`config.mk`:
```
export PLATFORM = sky130hd
export DESIGN_NAME = dca_matrix_lsu_load_formatter
export DESIGN_NICKNAME = d
export VERILOG_FILES = /design/src/rtl/dca_matrix_lsu_load_formatter.sv
export SDC_FILE = /design/constraint.sdc
export NUM_CORES = 1
export LEC_CHECK = 0
export CAP_MARGIN = 30
export CELL_PAD_IN_SITES_DETAIL_PLACEMENT = 0
export CELL_PAD_IN_SITES_GLOBAL_PLACEMENT = 1
export CORE_MARGIN = 3
export CORE_UTILIZATION = 30
export DETAILED_ROUTE_END_ITERATION = 10
export GPL_TIMING_DRIVEN = 0
export PLACE_DENSITY_LB_ADDON = 0.05
export SYNTH_ARGS = -nofsm -noshare
export SYNTH_HDL_FRONTEND = slang
export SYNTH_SLANG_ARGS = --single-unit
```
`constraint.sdc`:
```
create_clock -name clk -period 5.2 [get_ports clk]
set_input_delay 1.04 -clock clk [delete_from_list [all_inputs] [get_ports clk]]
set_output_delay 1.04 -clock clk [all_outputs]
set_load 0.1 [all_outputs]
```
`src/rtl/dca_matrix_lsu_load_formatter.sv`:
```
// dca_matrix_lsu_load_formatter
//   Load-side data formatter of the DCA matrix LSU. Accepts one load
//   instruction, consumes LSU read-data rows, widens each element to a tensor
//   scalar (sign/zero extend, columns past num_col_m1 forced to zero) and
//   pushes tensor rows out through a 2-entry registered buffer.
// Ports:
//   clk, rst                      clock, synchronous active-high reset
//   inst_valid/inst_ready         instruction handshake (ready while idle)
//   inst_num_row_m1/_num_col_m1   matrix shape, minus one
//   inst_is_signed                1 = sign-extend, 0 = zero-extend
//   rdata_valid/ready/row         LSU read-data row input
//   tensor_valid/ready/row/last   tensor row output, last marks final row
//   busy                          instruction in progress
//   done                          one-cycle pulse after the final tensor row
module dca_matrix_lsu_load_formatter #(
    parameter int MATRIX_NUM_COL   = 4,
    parameter int BW_LSU_ELEMENT   = 32,
    parameter int BW_TENSOR_SCALAR = 32,
    parameter int BW_DIM_M1        = 8
) (
    input  logic                                     clk,
    input  logic                                     rst,
    input  logic                                     inst_valid,
    output logic                                     inst_ready,
    input  logic [BW_DIM_M1-1:0]                     inst_num_row_m1,
    input  logic [BW_DIM_M1-1:0]                     inst_num_col_m1,
    input  logic                                     inst_is_signed,
    input  logic                                     rdata_valid,
    output logic                                     rdata_ready,
    input  logic [MATRIX_NUM_COL*BW_LSU_ELEMENT-1:0] rdata_row,
    output logic                                     tensor_valid,
    input  logic                                     tensor_ready,
    output logic [MATRIX_NUM_COL*BW_TENSOR_SCALAR-1:0] tensor_row,
    output logic                                     tensor_last,
    output logic                                     busy,
    output logic                                     done
);
    localparam int ROW_W = MATRIX_NUM_COL * BW_TENSOR_SCALAR;

    typedef enum logic [1:0] {IDLE, RUN, DRAIN} state_t;
    state_t state, state_nxt;

    logic [BW_DIM_M1-1:0] row_m1, col_m1;
    logic                 is_signed;
    // One extra bit so a full 2^BW_DIM_M1-row matrix does not wrap.
    logic [BW_DIM_M1:0]   in_cnt, out_cnt;

    logic [1:0][ROW_W-1:0] mem;
    logic [1:0]            last_mem;
    logic                  wr_ptr, rd_ptr;
    logic [1:0]            count;

    logic [ROW_W-1:0] fmt_row;
    logic inst_fire, wr_en, rd_en, all_in, in_last, out_last;

    assign inst_ready   = (state == IDLE);
    assign busy         = (state != IDLE);
    assign inst_fire    = inst_valid && inst_ready;
    assign all_in       = (in_cnt > {1'b0, row_m1});
    assign in_last      = (in_cnt == {1'b0, row_m1});
    assign out_last     = (out_cnt == {1'b0, row_m1});
    // Registered state and count only: no path from tensor_ready.
    assign rdata_ready  = (state == RUN) && (count < 2'd2) && !all_in;
    assign wr_en        = rdata_valid && rdata_ready;
    assign tensor_valid = (count != 2'd0);
    assign rd_en        = tensor_valid && tensor_ready;
    assign tensor_row   = mem[rd_ptr];
    assign tensor_last  = last_mem[rd_ptr];

    // Per-column widening; applied before the row enters the buffer.
    for (genvar i = 0; i < MATRIX_NUM_COL; i++) begin : g_col
        localparam int unsigned CI = i;
        logic [BW_LSU_ELEMENT-1:0]   elem;
        logic [BW_TENSOR_SCALAR-1:0] sext, zext;
        assign elem = rdata_row[BW_LSU_ELEMENT*i +: BW_LSU_ELEMENT];
        assign sext = BW_TENSOR_SCALAR'($signed(elem));
        assign zext = BW_TENSOR_SCALAR'(elem);
        assign fmt_row[BW_TENSOR_SCALAR*i +: BW_TENSOR_SCALAR] =
            (CI > 32'(col_m1)) ? '0 : (is_signed ? sext : zext);
    end

    always_ff @(posedge clk) begin
        if (rst) state <= IDLE;
        else     state <= state_nxt;
    end

    always_comb begin
        state_nxt = state;
        case (state)
            IDLE:  if (inst_valid) state_nxt = RUN;
            RUN: begin
                if (rd_en && out_last)      state_nxt = IDLE;
                else if (wr_en && in_last)  state_nxt = DRAIN;
            end
            DRAIN: if (rd_en && out_last) state_nxt = IDLE;
            default: state_nxt = IDLE;
        endcase
    end

    always_ff @(posedge clk) begin
        if (rst) begin
            row_m1    <= '0;
            col_m1    <= '0;
            is_signed <= 1'b0;
            in_cnt    <= '0;
            out_cnt   <= '0;
            mem       <= '0;
            last_mem  <= '0;
            wr_ptr    <= 1'b0;
            rd_ptr    <= 1'b0;
            count     <= '0;
            done      <= 1'b0;
        end else begin
            done <= rd_en && out_last && (state != IDLE);
            if (inst_fire) begin
                row_m1    <= inst_num_row_m1;
                col_m1    <= inst_num_col_m1;
                is_signed <= inst_is_signed;
                in_cnt    <= '0;
                out_cnt   <= '0;
            end
            if (wr_en) begin
                mem[wr_ptr]      <= fmt_row;
                last_mem[wr_ptr] <= in_last;
                wr_ptr           <= ~wr_ptr;
                in_cnt           <= in_cnt + 1'b1;
            end
            if (rd_en) begin
                rd_ptr  <= ~rd_ptr;
                out_cnt <= out_cnt + 1'b1;
            end
            count <= count + 2'(wr_en) - 2'(rd_en);
        end
    end
endmodule

```
==> results of run 1 <==
layer usage:
layer | global-route usage [%] | part of all wire [%] | vias to the layer above
met3 | 3.27 | 4.1 | 67
met2 | 31.2 | 47 | 248
met1 | 25.8 | 47 | 5677
li1 | - | - | 5995
met5 | 0 | 0.054 | -
met4 | 5.88 | 2.1 | 4
flip-flops by register name, indices dropped and copies added, names as in the netlist:
| register | count |
|---|---|
| mem | 256 |
| wr_ptr | 1 |
| count | 2 |
| done | 1 |
| col_m1 | 8 |
| in_cnt | 9 |
| rd_ptr | 1 |
| out_cnt | 9 |
| state | 2 |
| row_m1 | 8 |
| last_mem | 2 |
logic make-up after synthesis:
logic type      after synthesis
mux                         262
buf+inv                     142
compound gates              317
fa+ha+maj                    12
simple gates                502
flops                       299
xor+xnor                     11
layout make-up:
cell class	instances	area [um^2]	share of cell area, %
inverter	15	56.3	0.290
buffer	127	517	2.66
clock buffer	55	1090	5.60
timing repair buffer	309	3530	18.2
tap	600	751	3.87
clock inverter	8	71.3	0.367
antenna	6	15.0	0.0774
multi-input combinational	1104	7400	38.1
sequential	299	5990	30.8
through the flow:
stage	setup WS [ns]	cell area, um^2
global route	0.212	19400
finish	0.365	19400
floorplan	1.54	14000
detailed placement	0.837	18200
global placement	0.572	17500
CTS	0.240	19400
placed cells by master (no fill, tap or decap), types with 3 or more instances in the layout:
| cell | synthesis | layout |
|---|---|---|
| xnor2_1 | 9 | 9 |
| a31oi_1 | 6 | 6 |
| or4_1 | 5 | 5 |
| clkinv_2 | 0 | 5 |
| o21ai_0 | 226 | 226 |
| o211ai_1 | 10 | 10 |
| mux2_2 | 133 | 133 |
| buf_6 | 3 | 4 |
| nand4_1 | 7 | 7 |
| nand2b_1 | 162 | 162 |
| clkbuf_1 | 107 | 118 |
| clkbuf_16 | 0 | 39 |
| nand2_1 | 146 | 146 |
| nand4b_1 | 3 | 3 |
| clkdlybuf4s50_1 | 0 | 281 |
| o21ai_1 | 5 | 5 |
| or2_2 | 4 | 4 |
| buf_16 | 0 | 25 |
| buf_1 | 3 | 3 |
| nand3_1 | 41 | 41 |
| nor3_1 | 4 | 4 |
| nor2_1 | 22 | 22 |
| nor2b_1 | 98 | 98 |
| dfxtp_1 | 299 | 299 |
| a21oi_1 | 61 | 61 |
| buf_2 | 14 | 15 |
| inv_1 | 14 | 14 |
| mux2i_1 | 129 | 129 |
| clkbuf_8 | 0 | 5 |
| diode_2 | 0 | 6 |
| ha_1 | 12 | 12 |
worst max-delay path by stage:
| stage | end | depth (start not counted) | startpoint | slack [ns] |
|---|---|---|---|---|
| after floorplan | busy | 2 | state[1] | 1.54 |
| after global placement | rdata_ready | 8 | row_m1[4] | 0.57 |
| after detailed placement | tensor_row[29] | 4 | rd_ptr | 0.84 |
| after CTS | tensor_row[29] | 4 | rd_ptr | 0.24 |
| after global routing | tensor_row[29] | 4 | rd_ptr | 0.21 |
| final | tensor_row[29] | 4 | rd_ptr | 0.36 |
worst max-delay path, cell delays in order (launching register included):
cell,delay [ns]
dfxtp_1,0.41
clkbuf_1,0.74
clkbuf_1,0.65
mux2_2,0.31
clkdlybuf4s50_1,1.13
report_power, final:
group | internal (uW) | switching (uW)
Combinational | 606 | 1250
Clock | 1490 | 1010
Sequential | 2380 | 49.0
Total | 4470 | 2310
==> key figures, run 1 <==
STA
  – Setup TNS: 0 ns
  – RSZ-0062 raised after global routing: false
  – Final setup fails: 0
  – Period utilisation layout: 93.0%
  – Final hold vios: 0
  – Slew Viols, Final: 0
  – Worst clock skew: 0.0118 ns
  – Tmin final: between 4 and 5 ns
  – FMAX: a little over 200 MHz
  – Slew @ Worst Pin: roughly 1.0 ns
  – Worst hold slack: around 0.45 ns
  – Relative slew slack: between 20 and 30%

Worst setup path
  – R2R cell count: 9
  – Worst Setup End Kind: output pin
  – R2R setup slack: between 1.5 and 2 ns
  – CP Data Arrival Time: roughly 3.8 ns
  – Reg2reg end: mem[121]
  – Reg2reg start: row_m1[4]
  – WP data required: between 4 and 5 ns
  – Worst setup SP type: flop
  – Crit Path Max Fanout: 10
  – CP Class: flop to output pin

Logic synthesis
  – Complex-gate fraction of the synthesized area: roughly an eighth
  – Sequential area share after synthesis: a little over two fifths
  – Primary FF master, synth: dfxtp_1
  – Mean post-synth cell area: ~9.0 um^2
  – Synth warn: 0
  – Top-count cell post-synth: dfxtp_1
  – Top post-synthesis cells by count: dfxtp_1 (299), o21ai_0 (226), nand2b_1 (162), nand2_1 (146), mux2_2 (133)
  – Post-synthesis adder-cell area fraction: under 10%
  – Xor/xnor share of the synthesized area: 0.690%
  – Top post-synthesis cells by area: dfxtp_1 (43%), mux2_2 (11%), mux2i_1 (9.3%)
  – Synthesized flop and latch total: 299
  – Synthesized area: approximately 14,000 um^2
  – Main combinational cell family by area after synthesis: multiplexers
  – Synth cell types: 42
  – Asr flop ratio synth: 0%
  – Synthesized instance count: between 1.5k and 2k
  – Syn Nets: about 1.7k
  – Post-synth top area share: between 40 and 50%
  – EDFF count, synth: 0
  – Simple-Gate Fraction of Synth Area: between 15 and 20%
  – Multiplexer share of the synthesized area: 20.0%
  – Largest area contributor in the netlist: dfxtp_1

Clocking
  – Clock H-tree levels: 2
  – Total CTS buffers: 37
  – Setup bufs post-CTS: 0
  – Sink Count: 299
  – Clk slew on worst S/H paths: 0.05 ns
  – Clk root buf: clkbuf_16
  – Max clock buf depth: 3
  – Hold buffer count at cts: 0
  – PostCTS Resize Cnt: 0
  – Clk Latency, worst-skew pair: between 0.5 and 0.6 ns
  – CTS tree: built

Routing
  – DR WL/cell: about 19 um
  – DRT iter0 DRCs: between 500 and 600
  – Drt total wl: a little under 50,000 um
  – # DRC: 0
  – DRT Pass-1 Iters: 5
  – DR vias/cell: about 4.8
  – ANT nets after route: 0
  – Via count: 12.0k

Place
  – Cell total after placement: about 2.5k
  – Post-DP HPWL: 34,800 um
  – Input/output buffers: between 200 and 300
  – Gpl congestion: between 0.7 and 0.8

Cells and area
  – Filler cells: between 4k and 5k
  – Syn-to-layout area delta: 39.1%
  – Non-filler cells, final: between 2k and 3k
  – Nets: 2,055
  – Fin util: 42.5%
  – Layout cells sized above 1: between 10% and 20%

Global route
  – First-pass GRT wire length: 73,900 um
  – GRT Util Overall: around a fifth
  – Antenna violations before repair: 8
  – GR Overflow Total: 0
  – Largest net degree at the start of global routing: 13
  – Vias in the first global route: ~12k

Floorplan
  – Core area: 45,700 um^2
  – IO Count: between 200 and 300
  – Die X: about 220 um
  – Num rows: just under 80
  – Initial Utilization: between 30% and 40%
  – Chip height: around 220 um
  – Die area: about 50,000 um^2

Min path
  – Cells on Worst Hold Path: 2
  – Worst hold start: col_m1[2]
  – Hold Path Sink: col_m1[2]
  – Hold Crit Class: flop to flop

Power and ir drop
  – Post-layout power: approximately 6800 uW
  – Peak VDD IR: about 0.25 mV
  – Power per cell area: between 300 and 400 nW/um^2
  – Leakage power total: ~0.0077 uW

Status
  – Status: finished, final reports clean

Flow run
  – Max-Cap Viols: 0
(Power assumes the default switching activity.)
==> run 2, diff against run 1 <==
--- a/config.mk
+++ b/config.mk
@@ -5,7 +5,6 @@
 export SDC_FILE = /design/constraint.sdc
 export NUM_CORES = 1
 export LEC_CHECK = 0
-export CAP_MARGIN = 30
 export CELL_PAD_IN_SITES_DETAIL_PLACEMENT = 0
 export CELL_PAD_IN_SITES_GLOBAL_PLACEMENT = 1
 export CORE_MARGIN = 3
==> run 2 against run 1 <==
Compared with the run above: combinational power shrank 5%; worst hold slack gained 0.0011 ns; first-iteration DRC count shrank 3.4%; largest cell class unchanged.
==> key figures, run 2 (synthesis gave the netlist of run 1 again) <==
STA
  – Final setup fails: 0
  – Setup TNS: 0 ns
  – Relative slew slack: between 15 and 20%
  – Slew @ Worst Pin: about 1.2 ns
  – Tmin final: 4.94 ns
  – Fin worst setup slack: approximately 0.26 ns
  – Worst clock skew: 0.0165 ns
  – Worst hold slack: around 0.46 ns
  – FMAX: roughly 200 MHz
  – Final hold vios: 0
  – Period utilisation layout: between 90% and 100%
  – Slew Viols, Final: 0
  – RSZ-0062 raised after global routing: false

Routing
  – DRT iter0 DRCs: between 500 and 600
  – DR WL/cell: ~19 um
  – Via count: ~12k
  – # DRC: 0
  – Drt total wl: slightly below 50,000 um
  – ANT nets after route: 0
  – DRT Pass-1 Iters: 5
  – DR vias/cell: 4.77

Clocking
  – Hold buffer count at cts: 0
  – Clk root buf: clkbuf_16
  – Clk slew on worst S/H paths: roughly 0.050 ns
  – Max clock buf depth: 3
  – Total CTS buffers: 38
  – Clock H-tree levels: 2
  – Sink Count: roughly 300
  – CTS tree: built
  – Setup bufs post-CTS: 0
  – Clk Latency, worst-skew pair: 0.55 ns

Floorplan
  – Num rows: 78
  – Chip height: ~220 um
  – IO Count: between 200 and 300
  – Core area: approximately 46,000 um^2
  – Die area: slightly below 50,000 um^2
  – Initial Utilization: between 30% and 40%
  – Die X: 222 um

Cells and area
  – Syn-to-layout area delta: 33.9%
  – Commonest non-fill, non-tap cells in the layout: dfxtp_1 (299), clkdlybuf4s50_1 (280), o21ai_0 (226)
  – Largest registers: mem x256, in_cnt x9, out_cnt x9
  – Filler cells: ~4.7k
  – Max FFs per register: roughly 260
  – Nets: around 2.0k
  – Reg area: 5990 um^2
  – Multi-input gate area: approximately 7400 um^2
  – Final instance area: between 15,000 and 20,000 um^2
  – Layout cells sized above 1: between 10% and 20%
  – Reg with most FFs: mem
  – Most common cell after layout, fill and taps aside: dfxtp_1

Global route
  – Antenna violations before repair: 6
  – GR Overflow Total: 0
  – Largest net degree at the start of global routing: 11
  – GRT Util Overall: 19.1%
  – First-pass GRT wire length: ~74,000 um
  – Vias in the first global route: between 10k and 15k

Place
  – Input/output buffers: 281
  – Post-Place Setup Slack: between 0.6 and 0.7 ns
  – Gpl congestion: around 0.76
  – Placed instance area: ~18,000 um^2
  – Post-DP HPWL: roughly 34,000 um

Power and ir drop
  – Post-layout power: 6690 uW
  – Power per cell area: approximately 360 nW/um^2
  – Peak VDD IR: 0.223 mV
  – Leakage power total: ~0.0074 uW

Worst setup path
  – CP Data Arrival Time: between 3 and 4 ns
  – WP depth: 4
  – Worst Setup End Kind: output pin
  – Crit-path cells: clkbuf_1, clkbuf_1, mux2_2, clkdlybuf4s50_1
  – R2R cell count: 9
  – R2R setup slack: just under 2 ns
  – Slowest cell delay on critical path: 1.24 ns
  – CP most frequent cell: clkbuf_1
  – Worst setup SP type: flop
  – Crit path buf inv count: 3
  – Slowest-stage cell, CP: clkdlybuf4s50_1
  – Crit Path Max Fanout: 10
  – WP data required: ~4.2 ns
  – CP Class: flop to output pin
  – Crit path max-delay family: buffers and inverters

Min path
  – Cells on Worst Hold Path: 2
  – Hold Crit Class: flop to flop

Status
  – Status: finished, final reports clean

Flow run
  – Max-Cap Viols: 0
==> run 2: area by class of cell <==
type,instances,area share [%]
Antenna cell,4,0.0536
Tap cell,600,4.02
Clock buffer,58,6.10
Buffer,127,2.77
Timing Repair Buffer,281,15.1
Inverter,15,0.301
Multi-Input combinational cell,1104,39.6
Clock inverter,2,0.0737
Sequential cell,299,32.0
==> run 2: tightest hold or removal path, cell delays in order (launching register included) <==
cell,delay [ns]
dfxtp_1,0.31
nand2_1,0.05
a21oi_1,0.05
==> run 2: per-stage QoR <==
step           instances  util, %
2_1_floorplan       1545        -
3_3_place_gp        2426     38.4
3_5_place_dp        2426     38.4
4_1_cts             2486     40.9
5_1_grt             2489     40.9
6_report            2490     40.9
==> run 2: layer usage <==
layer  track usage (%)  part of all wire [%]  wire length, um
met3              4.44                   4.8             2310
met4              4.89                   1.8              882
met1              25.6                    47            22700
met2              31.2                    46            22400
met5                 0                 0.035               17
==> run 2: repair_timing <==
item,4_1_cts,5_1_grt
gates resized for setup,0,1
endpoints found under the setup margin,0,1
endpoints found under the hold margin,0,0
==> run 2: where the power goes <==
| part | total [uW] | internal [uW] | switching, uW |
|---|---|---|---|
| Combinational | 1770 | 534 | 1240 |
| Sequential | 2430 | 2380 | 48.7 |
| Clock | 2500 | 1490 | 1000 |
| Total | 6690 | 4410 | 2290 |
==> run 2: worst paths after layout <==
kind,startpoint,end
min,col_m1[7],col_m1[7]
max,rd_ptr,tensor_row[32]
max reg2reg,row_m1[4],mem[114]
min reg2reg,col_m1[7],col_m1[7]
